File: config.mk
export PLATFORM = sky130hd
export DESIGN_NAME = exc_flush_ctrl
export DESIGN_NICKNAME = d
export VERILOG_FILES = /design/src/rtl/exc_flush_ctrl_pkg.sv /design/src/rtl/exc_flush_ctrl_prio.sv /design/src/rtl/exc_flush_ctrl.sv
export SDC_FILE = /design/constraint.sdc
export NUM_CORES = 1
export LEC_CHECK = 0
export BUFFER_PORTS_ARGS = -buffer_cell sky130_fd_sc_hd__buf_2
export CORE_AREA = 2 2 101 103
export CTS_BUF_LIST = sky130_fd_sc_hd__clkbuf_8
export CTS_CLUSTER_DIAMETER = 50
export DETAILED_ROUTE_END_ITERATION = 10
export DIE_AREA = 0 0 103 105
export HOLD_SLACK_MARGIN = 0.12
export PLACE_DENSITY = 0.75
export SYNTH_ARGS = -nofsm -noshare
export SYNTH_HDL_FRONTEND = slang
export SYNTH_SLANG_ARGS = --single-unit
File: constraint.sdc
create_clock -name clk -period 2.58 [get_ports clk]
set_input_delay 0.129 -clock clk [delete_from_list [all_inputs] [get_ports clk]]
set_output_delay 0.129 -clock clk [all_outputs]
set_load 0.02 [all_outputs]
File: src/rtl/exc_flush_ctrl_pkg.sv
// Shared definitions for the writeback exception/ERTN sequencer:
// exception codes, cause bit positions and FSM state encoding.
package exc_flush_ctrl_pkg;

  localparam int EXC_W      = 6;
  localparam int ECODE_W    = 6;
  localparam int ESUBCODE_W = 9;

  // Bit positions inside ws_exc
  localparam int EXC_ADEF = 0;
  localparam int EXC_INE  = 1;
  localparam int EXC_SYS  = 2;
  localparam int EXC_BRK  = 3;
  localparam int EXC_ALE  = 4;
  localparam int EXC_ADEM = 5;

  localparam logic [ECODE_W-1:0] ECODE_INT = 6'h00;
  localparam logic [ECODE_W-1:0] ECODE_ADE = 6'h08;
  localparam logic [ECODE_W-1:0] ECODE_ALE = 6'h09;
  localparam logic [ECODE_W-1:0] ECODE_SYS = 6'h0B;
  localparam logic [ECODE_W-1:0] ECODE_BRK = 6'h0C;
  localparam logic [ECODE_W-1:0] ECODE_INE = 6'h0D;

  localparam logic [ESUBCODE_W-1:0] ESUBCODE_ADEF = 9'd0;
  localparam logic [ESUBCODE_W-1:0] ESUBCODE_ADEM = 9'd1;

  typedef enum logic [1:0] {
    ST_IDLE,
    ST_COMMIT,
    ST_DRAIN,
    ST_REDIRECT
  } state_t;

endpackage

File: src/rtl/exc_flush_ctrl_prio.sv
// Combinational priority encoder: picks the single winning cause among a
// pending interrupt and the WB instruction's exception bits.
module exc_prio_enc
  import exc_flush_ctrl_pkg::*;
(
  input  logic [EXC_W-1:0]      exc,
  input  logic                  int_pending,
  output logic                  hit,
  output logic [ECODE_W-1:0]    ecode,
  output logic [ESUBCODE_W-1:0] esubcode,
  output logic                  badv_we
);

  // NOTE: every output gets a default before the if-chain so no path
  // leaves a value unassigned, which would otherwise infer a latch.
  always_comb begin
    hit      = 1'b1;
    ecode    = '0;
    esubcode = '0;
    badv_we  = 1'b0;
    if (int_pending) begin
      ecode = ECODE_INT;
    end else if (exc[EXC_ADEF]) begin
      ecode    = ECODE_ADE;
      esubcode = ESUBCODE_ADEF;
      badv_we  = 1'b1;
    end else if (exc[EXC_INE]) begin
      ecode = ECODE_INE;
    end else if (exc[EXC_SYS]) begin
      ecode = ECODE_SYS;
    end else if (exc[EXC_BRK]) begin
      ecode = ECODE_BRK;
    end else if (exc[EXC_ALE]) begin
      ecode   = ECODE_ALE;
      badv_we = 1'b1;
    end else if (exc[EXC_ADEM]) begin
      ecode    = ECODE_ADE;
      esubcode = ESUBCODE_ADEM;
      badv_we  = 1'b1;
    end else begin
      hit = 1'b0;
    end
  end

endmodule

File: src/rtl/exc_flush_ctrl.sv
// Writeback exception/ERTN sequencer: cancel the WB instruction, pulse the
// CSR commit, hold flush while younger stages drain, then redirect fetch.
module exc_flush_ctrl
  import exc_flush_ctrl_pkg::*;
#(
  parameter int DRAIN_CYCLES = 2,
  parameter int PC_W         = 32
) (
  input  logic                  clk,
  input  logic                  resetn,
  input  logic                  ws_valid,
  input  logic [PC_W-1:0]       ws_pc,
  input  logic [EXC_W-1:0]      ws_exc,
  input  logic                  ws_ertn,
  input  logic [PC_W-1:0]       ws_badv,
  input  logic                  int_pending,
  input  logic [PC_W-1:0]       csr_eentry,
  input  logic [PC_W-1:0]       csr_era,
  input  logic                  redirect_ready,
  output logic                  ex_cancel,
  output logic                  flush,
  output logic                  busy,
  output logic                  wb_ex,
  output logic [ECODE_W-1:0]    wb_ecode,
  output logic [ESUBCODE_W-1:0] wb_esubcode,
  output logic [PC_W-1:0]       wb_pc,
  output logic                  wb_badv_we,
  output logic [PC_W-1:0]       wb_badv,
  output logic                  eret_flush,
  output logic                  redirect_valid,
  output logic [PC_W-1:0]       redirect_pc
);

  localparam int CNT_W = $clog2(DRAIN_CYCLES + 1);
  localparam logic [CNT_W-1:0] DRAIN_LOAD = CNT_W'(DRAIN_CYCLES - 1);

  state_t                  state;
  logic [CNT_W-1:0]        drain_cnt;
  logic                    exc_q;

  logic                    enc_hit;
  logic [ECODE_W-1:0]      enc_ecode;
  logic [ESUBCODE_W-1:0]   enc_esubcode;
  logic                    enc_badv_we;
  logic                    wb_event;

  exc_prio_enc u_prio (
    .exc         (ws_exc),
    .int_pending (int_pending),
    .hit         (enc_hit),
    .ecode       (enc_ecode),
    .esubcode    (enc_esubcode),
    .badv_we     (enc_badv_we)
  );

  assign wb_event  = ws_valid & (enc_hit | ws_ertn);
  assign ex_cancel = wb_event & (state == ST_IDLE);
  assign flush     = ex_cancel | ((state != ST_IDLE) && (state != ST_REDIRECT));
  assign busy      = (state != ST_IDLE);

  // The target is read live so fetch sees the CSR values written at commit.
  assign redirect_pc = redirect_valid ? (exc_q ? csr_eentry : csr_era) : '0;

  // NOTE: all state here is updated with non-blocking assignments so every
  // register samples the pre-edge values, independent of statement order.
  always_ff @(posedge clk) begin
    if (!resetn) begin
      state          <= ST_IDLE;
      drain_cnt      <= '0;
      exc_q          <= 1'b0;
      wb_ex          <= 1'b0;
      wb_ecode       <= '0;
      wb_esubcode    <= '0;
      wb_pc          <= '0;
      wb_badv_we     <= 1'b0;
      wb_badv        <= '0;
      eret_flush     <= 1'b0;
      redirect_valid <= 1'b0;
    end else begin
      case (state)
        ST_IDLE: begin
          if (wb_event) begin
            // An exception or interrupt always beats a concurrent ERTN.
            state       <= ST_COMMIT;
            exc_q       <= enc_hit;
            wb_ex       <= enc_hit;
            eret_flush  <= ~enc_hit;
            wb_ecode    <= enc_hit ? enc_ecode : '0;
            wb_esubcode <= enc_hit ? enc_esubcode : '0;
            wb_pc       <= ws_pc;
            wb_badv_we  <= enc_hit & enc_badv_we;
            wb_badv     <= (enc_hit & enc_badv_we) ? ws_badv : '0;
          end
        end
        ST_COMMIT: begin
          wb_ex       <= 1'b0;
          eret_flush  <= 1'b0;
          wb_ecode    <= '0;
          wb_esubcode <= '0;
          wb_pc       <= '0;
          wb_badv_we  <= 1'b0;
          wb_badv     <= '0;
          drain_cnt   <= DRAIN_LOAD;
          state       <= ST_DRAIN;
        end
        ST_DRAIN: begin
          if (drain_cnt == '0) begin
            state          <= ST_REDIRECT;
            redirect_valid <= 1'b1;
          end else begin
            drain_cnt <= drain_cnt - CNT_W'(1);
          end
        end
        ST_REDIRECT: begin
          if (redirect_ready) begin
            state          <= ST_IDLE;
            redirect_valid <= 1'b0;
          end
        end
        default: state <= ST_IDLE;
      endcase
    end
  end

  a_commit_onehot: assert property (@(posedge clk) disable iff (!resetn)
    !(wb_ex && eret_flush));
  a_commit_only_in_commit: assert property (@(posedge clk) disable iff (!resetn)
    (wb_ex || eret_flush) |-> (state == ST_COMMIT));

endmodule

# --- Word level (Yosys, flattened, before mapping) ---
# Cells that the tools add are included.
word_totals:
  wordCells: 92
  ff_bits: 88
  output_inout_bits: 118
  input_bits: 140
classes:
  n_eq_ne: 8
  reduce_logical: 12
  bitwise_logic: 6
  muxes: 54
  n_addsub: 1
op_table:
  columns: ["cell", "n"]
  rows:
  - ["$mux W32", 5]
  - ["$pmux W32 S2", 2]
  - ["$mux W9", 8]
  - ["$mux W6", 8]
  - ["$mux W1", 18]
  - ["$pmux W9 S2", 1]
  - ["$pmux W6 S2", 1]
  - ["$ne A2 B2 Y1 const B", 5]
  - ["$mux W2", 4]
  - ["$pmux W1 S2", 4]
  - ["$pmux W2 S4", 1]
  - ["$reduce_bool A2 Y1", 4]
  - ["$reduce_and A2 Y1", 3]
  - ["$reduce_and A3 Y1", 2]
  - ["$eq A2 B2 Y1 const B", 2]
  - ["$logic_not A2 Y1", 2]
  - ["$mux W4", 1]
  - ["$pmux W2 S2", 1]
  - ["$and A1 B1 Y1", 3]
  - ["$eq A2 B1 Y1 const B", 1]
  - ["$or A1 B1 Y1", 2]
  - ["$sub A2 B1 Y2 const B", 1]
  - ["$logic_and A1 B1 Y1", 1]
  - ["$not A1 Y1", 1]

# --- Depth between registers and ports, before layout ---
logic_depth:
  word_depth: 11
  depth_mapped: 7
  depth_no_buf: 6

# --- By module ---
# From an unflattened synthesis, not the netlist that was laid out.
unflattened:
  cells_unflattened: 450
  hier_area_um2: 4092.7
modules_own_cells:
  columns: ["mod", "seq_area_each_um2", "area_per_inst_um2", "instances", "cells_per_inst"]
  rows:
  - ["exc_flush_ctrl", 1761.7, 3887.5, 1, 421]
  - ["exc_prio_enc", 0.0, 205.2, 1, 29]

# --- Worst setup path before layout ---
# Ideal clock, no wire load.
synth_timing:
  path_kind: "register to register"
  start: "reg state[1]"
  end: "reg wb_badv[10]"
  path_buffers: 1
  t_required_ps: 2506
  period_less_slack_ps: 2010
  setup_time_ps: 74
  t_arrival_ps: 1935
  stages_incl_launch_ff: 8
  path_slack_ps: 570
  path_cell_list: "dfxtp_1 inv_1 ha_1 or3b_2 a211oi_2 clkbuf_1 o211ai_1 o21ai_0"
synth_via:
  elab_chain_cells: 3
  word_cells_on_any_way: 6
  cone_classes: "2 x eq/ne; 1 x mux; 3 x reduce/logical"
synth_rtl:
  columns: ["element", "line", "text"]
  rows:
  - ["start: declaration", "exc_flush_ctrl.sv:37", "state_t state;"]
  - ["start signal: assignment", "exc_flush_ctrl.sv:68", "state <= ST_IDLE;"]
  - ["start signal: assignment", "exc_flush_ctrl.sv:84", "state <= ST_COMMIT;"]
  - ["start signal: assignment", "exc_flush_ctrl.sv:104", "state <= ST_DRAIN;"]
  - ["$eq A2 B1 Y1 or $logic_not A2 Y1 (tied branches)", "exc_flush_ctrl.sv:80", "case (state)"]
  - ["$reduce_bool A2 Y1 (no line) or $ne A2 B2 Y1 (tied branches)", null, null]
  - ["$reduce_and A2 Y1 (no line)", null, null]
  - ["end signal: assignment", "exc_flush_ctrl.sv:92", "wb_badv <= (enc_hit & enc_badv_we) ? ws_badv : '0;"]
  - ["end: declaration", "exc_flush_ctrl.sv:28", "output logic [PC_W-1:0] wb_badv,"]
# Parallel ways exist; a longest one is shown, timed or not.
# A chain may end at the register's enable or synchronous reset.

# --- Final worst setup path ---
layout_timing:
  start: "in ws_exc[5]"
  end: "out flush"
layout_via:
  elab_chain_cells: 11
layout_rtl:
  columns: ["element", "line", "text"]
  rows:
  - ["start: declaration", "exc_flush_ctrl.sv:13", "input logic [EXC_W-1:0] ws_exc,"]
  - ["$mux W1", "exc_flush_ctrl_prio.sv:36", "end else if (exc[EXC_ADEM]) begin"]
  - ["$mux W1", "exc_flush_ctrl_prio.sv:33", "end else if (exc[EXC_ALE]) begin"]
  - ["$mux W1", "exc_flush_ctrl_prio.sv:31", "end else if (exc[EXC_BRK]) begin"]
  - ["$mux W1", "exc_flush_ctrl_prio.sv:29", "end else if (exc[EXC_SYS]) begin"]
  - ["$mux W1", "exc_flush_ctrl_prio.sv:27", "end else if (exc[EXC_INE]) begin"]
  - ["$mux W1", "exc_flush_ctrl_prio.sv:23", "end else if (exc[EXC_ADEF]) begin"]
  - ["$mux W1", "exc_flush_ctrl_prio.sv:21", "if (int_pending) begin"]
  - ["$or A1 B1 Y1", "exc_flush_ctrl.sv:56", "assign wb_event = ws_valid & (enc_hit | ws_ertn);"]
  - ["$and A1 B1 Y1", "exc_flush_ctrl.sv:56", null]
  - ["$and A1 B1 Y1", "exc_flush_ctrl.sv:57", "assign ex_cancel = wb_event & (state == ST_IDLE);"]
  - ["$or A1 B1 Y1", "exc_flush_ctrl.sv:58", "assign flush = ex_cancel | ((state != ST_IDLE) && (state != ST_REDIRECT));"]
  - ["end: declaration", "exc_flush_ctrl.sv:21", "output logic flush,"]
# No other way between the ends.

==> metrics.txt <==
outcome=finished clean; post-synthesis cell area=3580 um2; Starting Density=0.371; clock latency on the worst-skew pair=340 ps; die width=103 um; Hold WC Path Type=input pin to flip-flop; first-pass GRT wire length=18.9 mm; total CTS buffers=9; Ports=258; Synth Area in XOR/XNOR=0; cell internal pwr=2.72 mW; final worst path period need=2450 ps; most frequent cell after synthesis=dfxtp_1; Final Wtd Congestion=0.832; Synth Register Bits=78; max cap viols=0; compound-cell area share of the yosys netlist=0.240; Flop pwr share=0.339; HPWL after DPL=8.42 mm; layout cells sized above 1=0.401; worst-margin pin slew=921 ps; Synth area leaders=dfxtp_1 44%, mux2i_1 10%, a22o_1 8.1%; critical path type=input pin to output pin; Max IR drop VDD=389 uV; worst-path maximum fanout=39; Die ar.=10,800 um2; Synthesis Warnings=0; IO buf count=247; grt ovf=0; Clock Pin Slew Worst Setup and Hold Paths=70 ps; Startpoint Class=input pin; Clk pwr share=0.219; Synth top area share=0.436; Die H=105 um; Initial DRC Count=211; Tot Pwr=4.59 mW; Main synth FF type=dfxtp_1; CTS Root Cell=clkbuf_8; final WL=12.5 mm; EDFF count, synth=0; final setup vio count=0; # nets final=842; DRC Markers=0; Max Fclk=0.408 GHz; initial antenna violation count=0; Max-slew headroom=0.385; RSZ-0062 raised after global routing=no; Critical Path RT=2450 ps; setup TNS=0 ps; Post-Syn Instances=394; switch share=0.407; Comb pwr share=0.442; Avg WL per Cell=15.0 um; Power Density=795 nW/um2; CTS H-Tree Depth=3; Setup Fix Bufs, Post-CTS=0; fillcell total=823; CP endpoint kind=output pin; synth unique cells=36; Total GRT Usage=0.216; Adder-Cell Fraction of Synth Area=0.0210; area leader, netlist=dfxtp_1; Synth async-reset ratio=0; post-synthesis area per instance=9.09 um2; Hold Fails Final Rpt=0; post-synthesis mux area share=0.101; Std-Cell Core Area=9640 um2; Layout area overhead=61.0%; clock skew=10.8 ps; simple-gate area share of the yosys netlist=0.123; Lkg Pwr=2.80 nW; number of global-route vias before repair=3,915; Seq/Total Area, Yosys=0.436; Antenna diodes=0; detailed-route via count=4,076; Vias/cell=4.89; post-route clock period utilization=0.950; Antenna Nets Post-Route=0; Net Sw Power=1.87 mW; largest net degree at the start of global routing=51; TritonCTS sink count=78; largest family of logic cells by synthesized area=compound AO/OA/AOI/OAI gates; DRT Pass-1 Iters=4; commonest cells in the netlist=78 x dfxtp_1, 44 x nand2_1, 36 x mux2i_1; row cnt=36; Max clock buf depth=2; CTS tree=yes; crit path DAT=2320 ps; fin. max-slew vios=0
==> path summary, 6_finish.rpt <==
check	from	endpoint	slack (ps)	cells past startpoint
max reg2reg	state[1]	wb_badv[11]	510	7
min	ws_exc[4]	wb_esubcode[0]	150	3
max	ws_exc[5]	flush	130	7
min reg2reg	eret_flush	eret_flush	460	2
==> routing by layer <==
| metal | vias up | track usage | wire length [um] |
|---|---|---|---|
| met3 | 21 | 0.0629 | 908 |
| met2 | 149 | 0.365 | 6210 |
| met1 | 1916 | 0.262 | 5170 |
| met4 | 0 | 0.0611 | 210 |
| met5 | - | 0 | 0 |
| li1 | 1990 | - | - |
==> cell usage in the layout (no fill, tap or decap), types with 2 or more instances in the layout <==
cell,instances
dlygate4sd3_1,68
nand2_1,44
nor2_1,35
mux2i_1,36
nand2b_1,2
o31ai_1,2
dfxtp_1,77
nand4b_1,2
conb_1,10
nor2b_1,4
inv_1,9
buf_4,10
a21oi_1,4
buf_2,247
o21ai_1,10
o211ai_1,33
o21ai_0,34
clkinv_2,2
nor3_1,2
ha_1,6
clkbuf_8,9
a22o_1,33
bufinv_16,2
inv_6,2
==> final cells by class <==
type / count / area, um2 / area share
Multi-Input combinational cell: 272 / 1780 / 0.309
Sequential cell: 78 / 1560 / 0.271
Tap cell: 133 / 166 / 0.0289
Inverter: 9 / 33.8 / 0.00586
Timing Repair Buffer: 326 / 2000 / 0.347
Clock buffer: 9 / 124 / 0.0215
Clock inverter: 7 / 95.1 / 0.0165
==> worst max-delay path, cell delays in order <==
cell           delay, ps
dlygate4sd3_1        530
buf_2                140
or4_4                560
o311a_4              400
buf_6                210
a21o_1               180
buf_2                160
==> metrics by stage <==
step           area, um2  utilization  cells  worst slack, ps  hold slack, ps
2_1_floorplan       3610            -    403              570             262
3_3_place_gp        4860        0.505    750              573             346
3_5_place_dp        4860        0.505    750              504             349
4_1_cts             5760        0.598    834             58.8             134
5_1_grt             5770        0.598    834             71.3             176
6_report            5770        0.598    834              128             152
==> what timing repair did <==
action	in CTS	in global routing
gates resized for setup	0	1
endpoints found under the setup margin	0	1
endpoints found under the hold margin	68	0
hold buffers	68	0
==> state kept, by name, indices dropped and copies added, names as in the netlist <==
register and flops:
wb_badv 32, wb_pc 32, wb_ecode 4, drain_cnt 2, state 2, eret_flush 1, exc_q 1, redirect_valid 1
wb_badv_we 1, wb_esubcode 1, wb_ex 1
==> power by group through the flow <==
stage                     Clock [mW]  Combinational, mW  Sequential (mW)
final                           1.01               2.03             1.55
after global routing            1.08               2.20             1.58
after CTS                       1.04               2.01             1.55
after detailed placement           0               1.92             1.57
after global placement             0               1.88             1.56
after floorplan                    0               1.16             1.76
==> kinds of logic after synthesis <==
kind of cell,after synthesis
AO/OA/AOI/OAI,122
adder cells (fa/ha/maj),6
multiplexers,36
other,1
AND/OR/NAND/NOR,98
flip-flops,78
buffers and inverters,53
Power figures use the tool's default switching activity.
